--- src/rtl/universal_register.sv ---
// WIDTH-bit general-purpose storage element: hold, load, shift, rotate, increment
// and clear under a single clock enable, with serial chain taps and a zero flag.
module universal_register #(
  parameter int               WIDTH     = 8,
  parameter logic [WIDTH-1:0] RESET_VAL = '0
) (
  input  logic             clk,
  input  logic             reset,
  input  logic             en,
  input  logic [2:0]       mode,
  input  logic [WIDTH-1:0] d,
  input  logic             sin_lsb,
  input  logic             sin_msb,
  output logic [WIDTH-1:0] q,
  output logic             co,
  output logic             sout_msb,
  output logic             sout_lsb,
  output logic             zero
);

  localparam logic [2:0] MODE_HOLD = 3'b000;
  localparam logic [2:0] MODE_LOAD = 3'b001;
  localparam logic [2:0] MODE_SHL  = 3'b010;
  localparam logic [2:0] MODE_SHR  = 3'b011;
  localparam logic [2:0] MODE_ROL  = 3'b100;
  localparam logic [2:0] MODE_ROR  = 3'b101;
  localparam logic [2:0] MODE_INC  = 3'b110;

  // Increment with the wrap carry in the top bit.
  function automatic logic [WIDTH:0] inc_wrap(input logic [WIDTH-1:0] v);
    return {1'b0, v} + {{WIDTH{1'b0}}, 1'b1};
  endfunction

  always_ff @(posedge clk) begin
    if (reset) begin
      q  <= RESET_VAL;
      co <= 1'b0;
    end else if (en) begin
      // Every enabled mode clears co; only INC overrides it below.
      co <= 1'b0;
      case (mode)
        MODE_HOLD: q <= q;
        MODE_LOAD: q <= d;
        MODE_SHL:  q <= {q[WIDTH-2:0], sin_lsb};
        MODE_SHR:  q <= {sin_msb, q[WIDTH-1:1]};
        MODE_ROL:  q <= {q[WIDTH-2:0], q[WIDTH-1]};
        MODE_ROR:  q <= {q[0], q[WIDTH-1:1]};
        MODE_INC:  {co, q} <= inc_wrap(q);
        default:   q <= '0;
      endcase
    end
  end

  // Serial taps come from the pre-edge q so chained instances shift coherently.
  assign sout_msb = q[WIDTH-1];
  assign sout_lsb = q[0];
  assign zero     = (q == '0);

endmodule

--- config.mk ---
export PLATFORM = sky130hd
export DESIGN_NAME = universal_register
export DESIGN_NICKNAME = d
export VERILOG_FILES = /design/src/rtl/universal_register.sv
export SDC_FILE = /design/constraint.sdc
export NUM_CORES = 1
export LEC_CHECK = 0
export ABC_AREA = 1
export CAP_MARGIN = 20
export CORE_UTILIZATION = 45
export CTS_BUF_LIST = sky130_fd_sc_hd__clkbuf_8
export DETAILED_ROUTE_END_ITERATION = 7
export PLACE_DENSITY_LB_ADDON = 0.08
export SLEW_MARGIN = 20
export SYNTH_ARGS = -nofsm -noshare
export SYNTH_HDL_FRONTEND = slang
export SYNTH_SLANG_ARGS = --single-unit
export TNS_END_PERCENT = 1
--- constraint.sdc ---
create_clock -name clk -period 3.41 [get_ports clk]
set_clock_uncertainty 0.15 [all_clocks]
set_input_delay 0.682 -clock clk [delete_from_list [all_inputs] [get_ports clk]]
set_output_delay 0.682 -clock clk [all_outputs]
set_load 0.02 [all_outputs]
* Word level (Yosys, flattened, before mapping)
Cells that the tools add are included.
** Storage, ports and cells
- Register bits after elaboration :: 9
- Output and inout port bits :: 12
** Operators by class
- Add/sub/neg operators :: 1
- Equality and inequality tests :: 6
- Muxes and demuxes :: 2
- Bitwise logic cells :: 1
- Reductions and logical operators :: 3
** Operator list (count)
- case mux 8 bit (7 select lines) :: 1
- adder 8 x 1 -> 9 bit, second input constant :: 1
- equality test 3 bit, second input constant :: 3
- zero test 8 bit :: 1
- equality test 3 x 2 -> 1 bit, second input constant :: 2
- equality test 3 x 1 -> 1 bit, second input constant :: 1
- zero test 3 bit :: 1
- AND reduction 2 bit :: 1
- two-way mux 1 bit :: 1
- inverter 1 bit :: 1

* Longest topological paths before layout
Gate-level depths: netlist (run 1).
- Depth after elaboration :: 3
- Mapped depth :: 9

* Least setup slack after synthesis (run 1)
Ideal clock, no wire load.
- Path kind :: reg-to-output
- Start point :: register q[0]
- End point :: output port zero
- Data arrival time :: 1398 ps
- Slack :: 1180 ps
- Stages on the path, launching flop included :: 5
- Path buffers :: 0
- Path through :: dfxtp_1 -> inv_1 -> ha_1 -> nand4_1 -> nor4_1
** Between the ends
- Word-level cells in the longest chain between the ends :: 1
** Ends and longest elaborated chain
- start, declared :: RTL line 14 : output logic [WIDTH-1:0] q,
- start signal, assigned :: RTL line 42 : MODE_HOLD: q <= q;
- start signal, assigned :: RTL line 44 : MODE_SHL: q <= {q[WIDTH-2:0], sin_lsb};
- start signal, assigned :: RTL line 45 : MODE_SHR: q <= {sin_msb, q[WIDTH-1:1]};
- zero test 8 bit :: RTL line 57 : assign zero = (q == '0);
- end, declared :: RTL line 18 : output logic zero
Every way passes these cells.

* Final worst setup path (run 1)
Ends and elaborated chain as after synthesis.

==> reports/metrics.yaml, run 1 <==
critPathCaptureType: "output pin"
track_usage: 0.252
cts.clk_slew.worst_paths_ns: 0.05
dr.pass1.iters: 4
antenna_found_initial: 0
period_needed_ns: 2.66
yosys_warnings: 0
fp-row-count: 15
cts_setup_buffers: 0
numClockSinks: 9
leakage_nw: 0.465
nNetsFinal: 187
cts_resized: 0
ios: 28
cts_tree: "done"
gp_congestion: 0.920
clkLatencyLatePin_ns: 0.24
ctsHtreeMaxLevel: 1
synth_seq_cells: 9
cp.arrival_ns: 1.83
cts_made_buffers: 3
worstMarginPinSlew_ns: 0.429
final_cell_mix: "51 x nand2_1, 27 x clkdlybuf4s50_1, 12 x inv_1, 11 x nand3_1, 11 x nor2_1"
routedWlPerCell_um: 12.9
synth_area_um2: 857
grt_pass1_vias: 843
routed_wirelength_um: 2480
synth.net_count: 161
layout.cells.most_common: "nand2_1"
rsz0062_at_grt: "no"
hold_ws_ns: 0.318
die_w_um: 45.6
ant_nets: 0
portBuffers: 27
fill_cells: 176
cp-start-kind: "register"
drv_slew: 0
grt_max_degree: 10
timing.setup.tns_ns: 0
relSlewSlack: 0.713
area_growth_pct: 35.8
grt_pass1_wl_um: 3680
coreArea_um2: 1760
hold_violations: 0
dieArea_um2: 2080
peakVddDrop_uv: 198
syn_inst: 143
ys_seq_area_frac: 0.210
period_share: 0.781
hpwl_um: 1790
setup_viol_count_final: 0
ys_types: 25
hold_buffers: 0
die_h_um: 45.6
path_class: "reg2out"
max_freq_mhz: 376
drc: 0
worst-endpoint-required_ns: 2.58
vias_per_cell: 5.29
antenna_cells: 0
start_util: 0.486
cp_max_fo: 9
outcome: "complete, no violations"
drive_gt1_frac: 0.137
worst_hold_path_type: "reg2reg"
synth.avg_cell_area_um2: 5.99
clock-root-buffer: "clkbuf_8"
vias: 1021
cap_violations: 0
cts_buffer_depth: 2
p_per_area_nw_per_um2: 277
drt_iter0_drc: 41
gr-total-overflow: 0
-- flip-flops by register name (all words and copies together), names as in the netlist --
signal and cells:
q 8, co 1
-- report_power, final --
part | leakage, nW | switching (mW) | internal (mW) | total [mW]
combinational | 0.365 | 0.0434 | 0.0359 | 0.0794
clock | 0.0269 | 0.0505 | 0.0791 | 0.130
sequential | 0.0728 | 0.00516 | 0.108 | 0.113
total | 0.465 | 0.0990 | 0.223 | 0.322
-- worst paths after layout --
kind / start / to / slack [ns] / cells past startpoint
setup reg to reg: q[0] / q[6] / 1.84 / 9
hold reg to reg: co / co / 0.32 / 2
hold / removal: co / co / 0.32 / 2
setup / recovery: q[0] / zero / 0.75 / 5
-- per-layer routing --
layer,routed length [um],part of all wire,track usage
met5,0,0,0
met3,146,0.059,0.0476
met2,1250,0.50,0.414
met1,1050,0.42,0.311
met4,42,0.017,0.121
-- cell usage after synthesis, drive strengths merged --
cell	n	area share
o21ai	1	0.0058
nand4	9	0.066
a21oi	13	0.10
clkinv	1	0.0058
buf	6	0.047
o21bai	1	0.0088
dfxtp	9	0.21
nor3	1	0.0058
nand3	16	0.12
inv	16	0.070
ha	2	0.029
nand2	54	0.25
nor4	1	0.0073
nor2	13	0.069
-- per-stage QoR --
step                std cells  setup slack (ns)  power [mW]   util  instance area (um^2)
floorplan                 143              1.18       0.157      -                   857
global placement          189              1.05       0.192  0.634                  1120
detailed placement        189             0.999       0.193  0.634                  1120
CTS                       193             0.740       0.319  0.660                  1160
global route              193             0.641       0.329  0.660                  1160
finish                    193             0.748       0.322  0.660                  1160
-- area by class of cell --
type	count	area [um^2]	share of cell area
Multi-Input combinational cell	111	572	0.491
Timing Repair Buffer	27	270	0.232
Sequential cell	9	180	0.155
Inverter	17	65.1	0.0559
Clock buffer	3	41.3	0.0355
Tap cell	25	31.3	0.0269
Clock inverter	1	3.75	0.00323
-- worst max-delay path: stages (launching register included) --
cell and delay (ns):
dfxtp_1 0.39, inv_1 0.12, ha_1 0.16, nand4_1 0.09, nor4_1 0.18, clkdlybuf4s50_1 0.65
-- kinds of logic (layout without fill, tap and decap cells) --
| kind of cell | count (synthesis) | in the layout | share of synthesized area |
|---|---|---|---|
| and+or+nand+nor | 94 | 94 | 0.521 |
| DFF | 9 | 9 | 0.210 |
| adders and majority gates | 2 | 2 | 0.0292 |
| buffers and inverters | 23 | 48 | 0.123 |
| AOI/OAI and AO/OA | 15 | 15 | 0.117 |
No activity file was read; power rests on OpenSTA's default activity.
==> run 2: changes to the inputs <==
==> constraint.sdc (replaced) <==
create_clock -name clk -period 2.5 [get_ports clk]
set_clock_uncertainty 0.15 [all_clocks]
set_input_delay 0.5 -clock clk [delete_from_list [all_inputs] [get_ports clk]]
set_output_delay 0.5 -clock clk [all_outputs]
set_load 0.02 [all_outputs]
==> reports/metrics.yaml, run 2 (synthesized netlist as in run 1, its figures left out) <==
antenna_found_initial: 0  # unchanged
ios: 28  # unchanged
reg_top3: "q x8, co x1"
fp-row-count: 15  # unchanged
start_util: 0.486  # unchanged
area_growth_pct: 37.8
dr.pass1.iters: 5  # +1
hold_violations: 0  # unchanged
period_needed_ns: 2.07
nNetsFinal: 189  # +1.1%
gp_congestion: 0.928  # +0.94%
ctsHtreeMaxLevel: 1  # unchanged
routed_wirelength_um: 2420  # -2.5%
grt_pass1_vias: 935  # +11%
portBuffers: 27  # unchanged
hold_buffers: 0  # unchanged
drt_iter0_drc: 52  # +27%
antenna_cells: 0  # unchanged
drive_gt1_frac: 0.147  # +0.0102
coreArea_um2: 1760  # unchanged
cts.clk_slew.worst_paths_ns: 0.05  # about the same
fill_cells: 176  # unchanged
clkLatencyLatePin_ns: 0.24  # about the same
max_freq_mhz: 484
top_register: "q"
timing.setup.tns_ns: 0  # unchanged
cp_max_fo: 8  # -1
grt_pass1_wl_um: 3880  # +5.2%
fin_util: 0.670  # +0.00993
vias: 1022  # +0.098%
cts_resized: 0  # unchanged
vias_per_cell: 5.24  # -0.93%
dieArea_um2: 2080  # unchanged
routedWlPerCell_um: 12.4  # -3.5%
setup_viol_count_final: 0  # unchanged
layout_setup_ws_ns: 0.434  # -0.314 ns
rr_worst_depth: 9  # unchanged
cts_made_buffers: 3  # unchanged
period_share: 0.827
hpwl_um: 1800  # +0.57%
grt_max_degree: 10  # unchanged
multi_input_area_um2: 572  # unchanged
path_class: "reg2out"
dp.cells: 191  # +1.1%
die_w_um: 45.6  # unchanged
final_cell_mix: "51 x nand2_1, 26 x clkdlybuf4s50_1, 12 x inv_1, 11 x nand3_1, 11 x nor2_1"
worst_hold_path_type: "reg2reg"
relSlewSlack: 0.732  # +0.0191
hold_ws_ns: 0.318  # -0.000258 ns
p_per_area_nw_per_um2: 366  # +32%
seqCellArea_um2: 180  # unchanged
drv_slew: 0  # unchanged
cp.arrival_ns: 1.42  # -0.41 ns
worst-endpoint-required_ns: 1.85  # -0.73 ns
rsz0062_at_grt: "no"
largest_reg_flops: 8  # unchanged
cap_violations: 0  # unchanged
cts_buffer_depth: 2  # unchanged
cts_setup_buffers: 0  # unchanged
clock-root-buffer: "clkbuf_8"
layout.cells.most_common: "nand2_1"
drc: 0  # unchanged
leakage_nw: 0.479  # +3.2%
hold_path_depth: 2  # unchanged
numClockSinks: 9  # unchanged
ant_nets: 0  # unchanged
outcome: "complete, no violations"
critPathCaptureType: "output pin"
instances_no_fill: 195  # +1.0%
gr-total-overflow: 0  # unchanged
worstMarginPinSlew_ns: 0.400  # -0.0285 ns
cp-start-kind: "register"
peakVddDrop_uv: 261  # +32%
die_h_um: 45.6  # unchanged
cts_tree: "done"
track_usage: 0.256  # +0.00453
pre_cts_slack_ns: 0.279  # -0.719 ns
[run 2: changes by cell type in the layout (fill, tap and decap cells not counted)]
| cell | delta |
|---|---|
| buf_4 | +2 |
| clkdlybuf4s50_1 | -1 |
| dlymetal6s2s_1 | +1 |
[run 2: metrics by stage]
stage	power, mW	area [um^2]
6_report	0.432	1180
2_1_floorplan	0.215	857
3_3_place_gp	0.264	1130
4_1_cts	0.432	1180
5_1_grt	0.448	1180
3_5_place_dp	0.265	1130
[run 2: area by class of cell]
| type | count | share of cell area |
|---|---|---|
| tap | 25 | 0.0265 |
| clock buffer | 3 | 0.0350 |
| timing repair buffer | 29 | 0.244 |
| clock inverter | 1 | 0.00318 |
| inverter | 17 | 0.0551 |
| multi-input combinational | 111 | 0.484 |
| sequential | 9 | 0.153 |
[run 2: worst max-delay path, cell delays in order, from the launching register on]
cell and delay, ns:
dfxtp_1 0.39, inv_1 0.09, ha_1 0.15, nand4_1 0.09, nor4_1 0.19, dlymetal6s2s_1 0.27
[run 2: per-layer routing]
metal	GRT usage	part of all wire
met3	0.0357	0.094
met4	0.103	0.014
met5	0	0
met2	0.431	0.48
met1	0.325	0.41
[run 2: report_power, final]
part | switching, mW | internal [mW] | total (mW)
combinational | 0.0600 | 0.0499 | 0.110
clock | 0.0622 | 0.107 | 0.170
sequential | 0.00518 | 0.147 | 0.152
[run 2: final timing paths]
| check | from | endpoint | slack, ns |
|---|---|---|---|
| hold / removal | co | co | 0.32 |
| hold reg to reg | co | co | 0.32 |
| setup / recovery | q[1] | zero | 0.43 |
| setup reg to reg | q[1] | q[6] | 0.87 |
==> run 3: changes to the inputs <==
--- a/config.mk
+++ b/config.mk
@@ -7,7 +7,7 @@
 export LEC_CHECK = 0
 export ABC_AREA = 1
 export CAP_MARGIN = 20
-export CORE_UTILIZATION = 45
+export CORE_UTILIZATION = 42
 export CTS_BUF_LIST = sky130_fd_sc_hd__clkbuf_8
 export DETAILED_ROUTE_END_ITERATION = 7
 export PLACE_DENSITY_LB_ADDON = 0.08
==> constraint.sdc (replaced) <==
create_clock -name clk -period 1.7 [get_ports clk]
set_clock_uncertainty 0.15 [all_clocks]
set_input_delay 0.34 -clock clk [delete_from_list [all_inputs] [get_ports clk]]
set_output_delay 0.34 -clock clk [all_outputs]
set_load 0.02 [all_outputs]
==> reports/metrics.yaml, run 3 (synthesized netlist as in run 1, its figures left out) <==
reg_top3: "q x8, co x1"
numClockSinks: 9  # unchanged
vias_per_cell: 5.07  # -3.3%
hpwl_um: 1970  # +9.6%
worstMarginPinSlew_ns: 0.447  # +0.0463 ns
start_util: 0.471  # -0.0150
dp.cells: 205  # +7.3%
fin_util: 0.702  # +0.0329
switchingPower_mw: 0.195  # +53%
gp_congestion: 0.962  # +3.6%
cp-start-kind: "register"
r2r_start: "q[1]"
grt_max_degree: 10  # unchanged
power.share.combinational: 0.276  # +0.021
critPathTopFamily: "flip-flops"
hold_path_depth: 2  # unchanged
fp-row-count: 15  # unchanged
hold_violations: 0  # unchanged
dpl_cell_area_um2: 1240  # +9.8%
fill_cells: 176  # unchanged
drive_gt1_frac: 0.228  # +0.0812
seqPwrFrac: 0.335  # -0.018
cp_slowest_cell: "dfxtp_1"
leakage_nw: 0.601  # +25%
die_w_um: 47.2  # +3.4%
seqCellArea_um2: 180  # unchanged
gr-total-overflow: 0  # unchanged
p_per_area_nw_per_um2: 513  # +40%
ios: 28  # unchanged
final_cell_mix: "51 x nand2_1, 17 x buf_4, 15 x clkdlybuf4s50_1"
routedWlPerCell_um: 12.1  # -2.2%
antenna_cells: 0  # unchanged
path_buf_inv: 2  # unchanged
multi_input_area_um2: 578  # +1.1%
cp.arrival_ns: 1.21  # -0.21 ns
hold_buffers: 0  # unchanged
rsz0062_at_grt: "yes"
violations: "setup timing"
r2r_setup_slack_ns: 0.21  # -0.66 ns
pre_cts_slack_ns: -0.231  # -0.511 ns
grt_use_met3: 0.0615  # +0.0258
drt_iter0_drc: 46  # -12%
r2r-end: "q[6]"
grt_pass1_wl_um: 3680  # -5.0%
clock-root-buffer: "clkbuf_8"
drv_slew: 0  # unchanged
cts.clk_slew.worst_paths_ns: 0.05  # about the same
ant_nets: 0  # unchanged
drc: 0  # unchanged
p_clk_frac: 0.390  # -0.003
stdcell_area_um2: 1280  # +8.3%
peakVddDrop_uv: 496  # +90%
vias: 1059  # +3.6%
die_h_um: 47.2  # +3.4%
outcome: "finished, violations left"
critical_path.startpoint: "q[0]"
largest_reg_flops: 8  # unchanged
cap_violations: 0  # unchanged
cts_tree: "done"
path_class: "reg2out"
max_stage_delay_ns: 0.30  # -0.09 ns
cts_buffer_depth: 2  # unchanged
instances_no_fill: 209  # +7.2%
period_share: 1.00
grtUsageMet1: 0.327  # +0.00193
cp_max_fo: 2  # -6
clkLatencyLatePin_ns: 0.24  # about the same
cts_made_buffers: 3  # unchanged
coreArea_um2: 1820  # +3.2%
period_needed_ns: 1.70
hold_path.startpoint: "co"
dieArea_um2: 2230  # +6.8%
grt_pass1_vias: 850  # -9.1%
critPathCaptureType: "output pin"
ctsHtreeMaxLevel: 1  # unchanged
portBuffers: 27  # unchanged
hold_ws_ns: 0.318  # -0.000263 ns
top_register: "q"
crit_chain: "inv_1 -> ha_1 -> nand4_1 -> nor4_2 -> buf_4"
layout_setup_ws_ns: -0.00216  # -0.436 ns
grtUsageMet2: 0.367  # -0.0648
track_usage: 0.241  # -0.0158
cell_internal_pwr_mw: 0.460  # +51%
rr_worst_depth: 10  # +1
grt_busiest_layer: "met2"
relSlewSlack: 0.701  # -0.0310
setup_viol_count_final: 1  # +1
layout.cells.most_common: "nand2_1"
switching_share: 0.298  # +0.00301
routed_wirelength_um: 2540  # +4.8%
nNetsFinal: 203  # +7.4%
max_freq_mhz: 587
antenna_found_initial: 0  # unchanged
dr.pass1.iters: 4  # -1
area_growth_pct: 49.2
worst-endpoint-required_ns: 1.21  # -0.64 ns
worst_hold_path_type: "reg2reg"
hold_end: "co"
## run 3: cell types whose count changed in the layout (fill, tap and decap cells not counted)
cell | before | now
nor4_2 | 0 | 1
inv_1 | 12 | 11
nor4_1 | 1 | 0
clkinv_2 | 1 | 2
dlygate4sd2_1 | 0 | 10
buf_4 | 2 | 17
clkdlybuf4s50_1 | 26 | 15
## run 3: cell type report
| class | count | area share |
|---|---|---|
| multi-input combinational | 111 | 0.452 |
| timing repair buffer | 43 | 0.295 |
| sequential | 9 | 0.141 |
| inverter | 17 | 0.0509 |
| clock buffer | 3 | 0.0323 |
| tap | 25 | 0.0245 |
| clock inverter | 1 | 0.00391 |
## run 3: worst max path at each step
stage,endpoint,depth (start not counted)
after detailed placement,q[5],10
final,zero,5
after global placement,zero,5
after global routing,zero,5
after floorplan,zero,4
after CTS,zero,5
## run 3: power groups by stage
stage | clock network [mW] | registers (mW) | logic, mW
finish | 0.255 | 0.219 | 0.181
floorplan | 0 | 0.233 | 0.0842
global placement | 0 | 0.223 | 0.185
detailed placement | 0 | 0.223 | 0.187
global route | 0.272 | 0.220 | 0.195
CTS | 0.264 | 0.219 | 0.181
## run 3: timing repair
item                       in CTS  in global routing
gates resized for setup        16                  1
setup endpoints to repair      11                  8
buffers inserted                0                  0
## run 3: metrics by stage
stage                     total power [mW]   TNS, ns
final                                0.656  -0.00216
after global routing                 0.686   -0.0979
after CTS                            0.664   -0.0271
after detailed placement             0.410     -1.89
after global placement               0.408     -1.70
after floorplan                      0.317         0
## run 3: routing by layer
metal	vias up	wire length, um
li1	545	-
met1	466	1110
met2	44	1190
met3	4	206
met4	0	31
met5	-	0
## run 3: tightest hold or removal path, cell delays in order, from the launching register on
cell and delay, ns:
dfxtp_1 0.30, nand2_1 0.06, a21oi_1 0.06
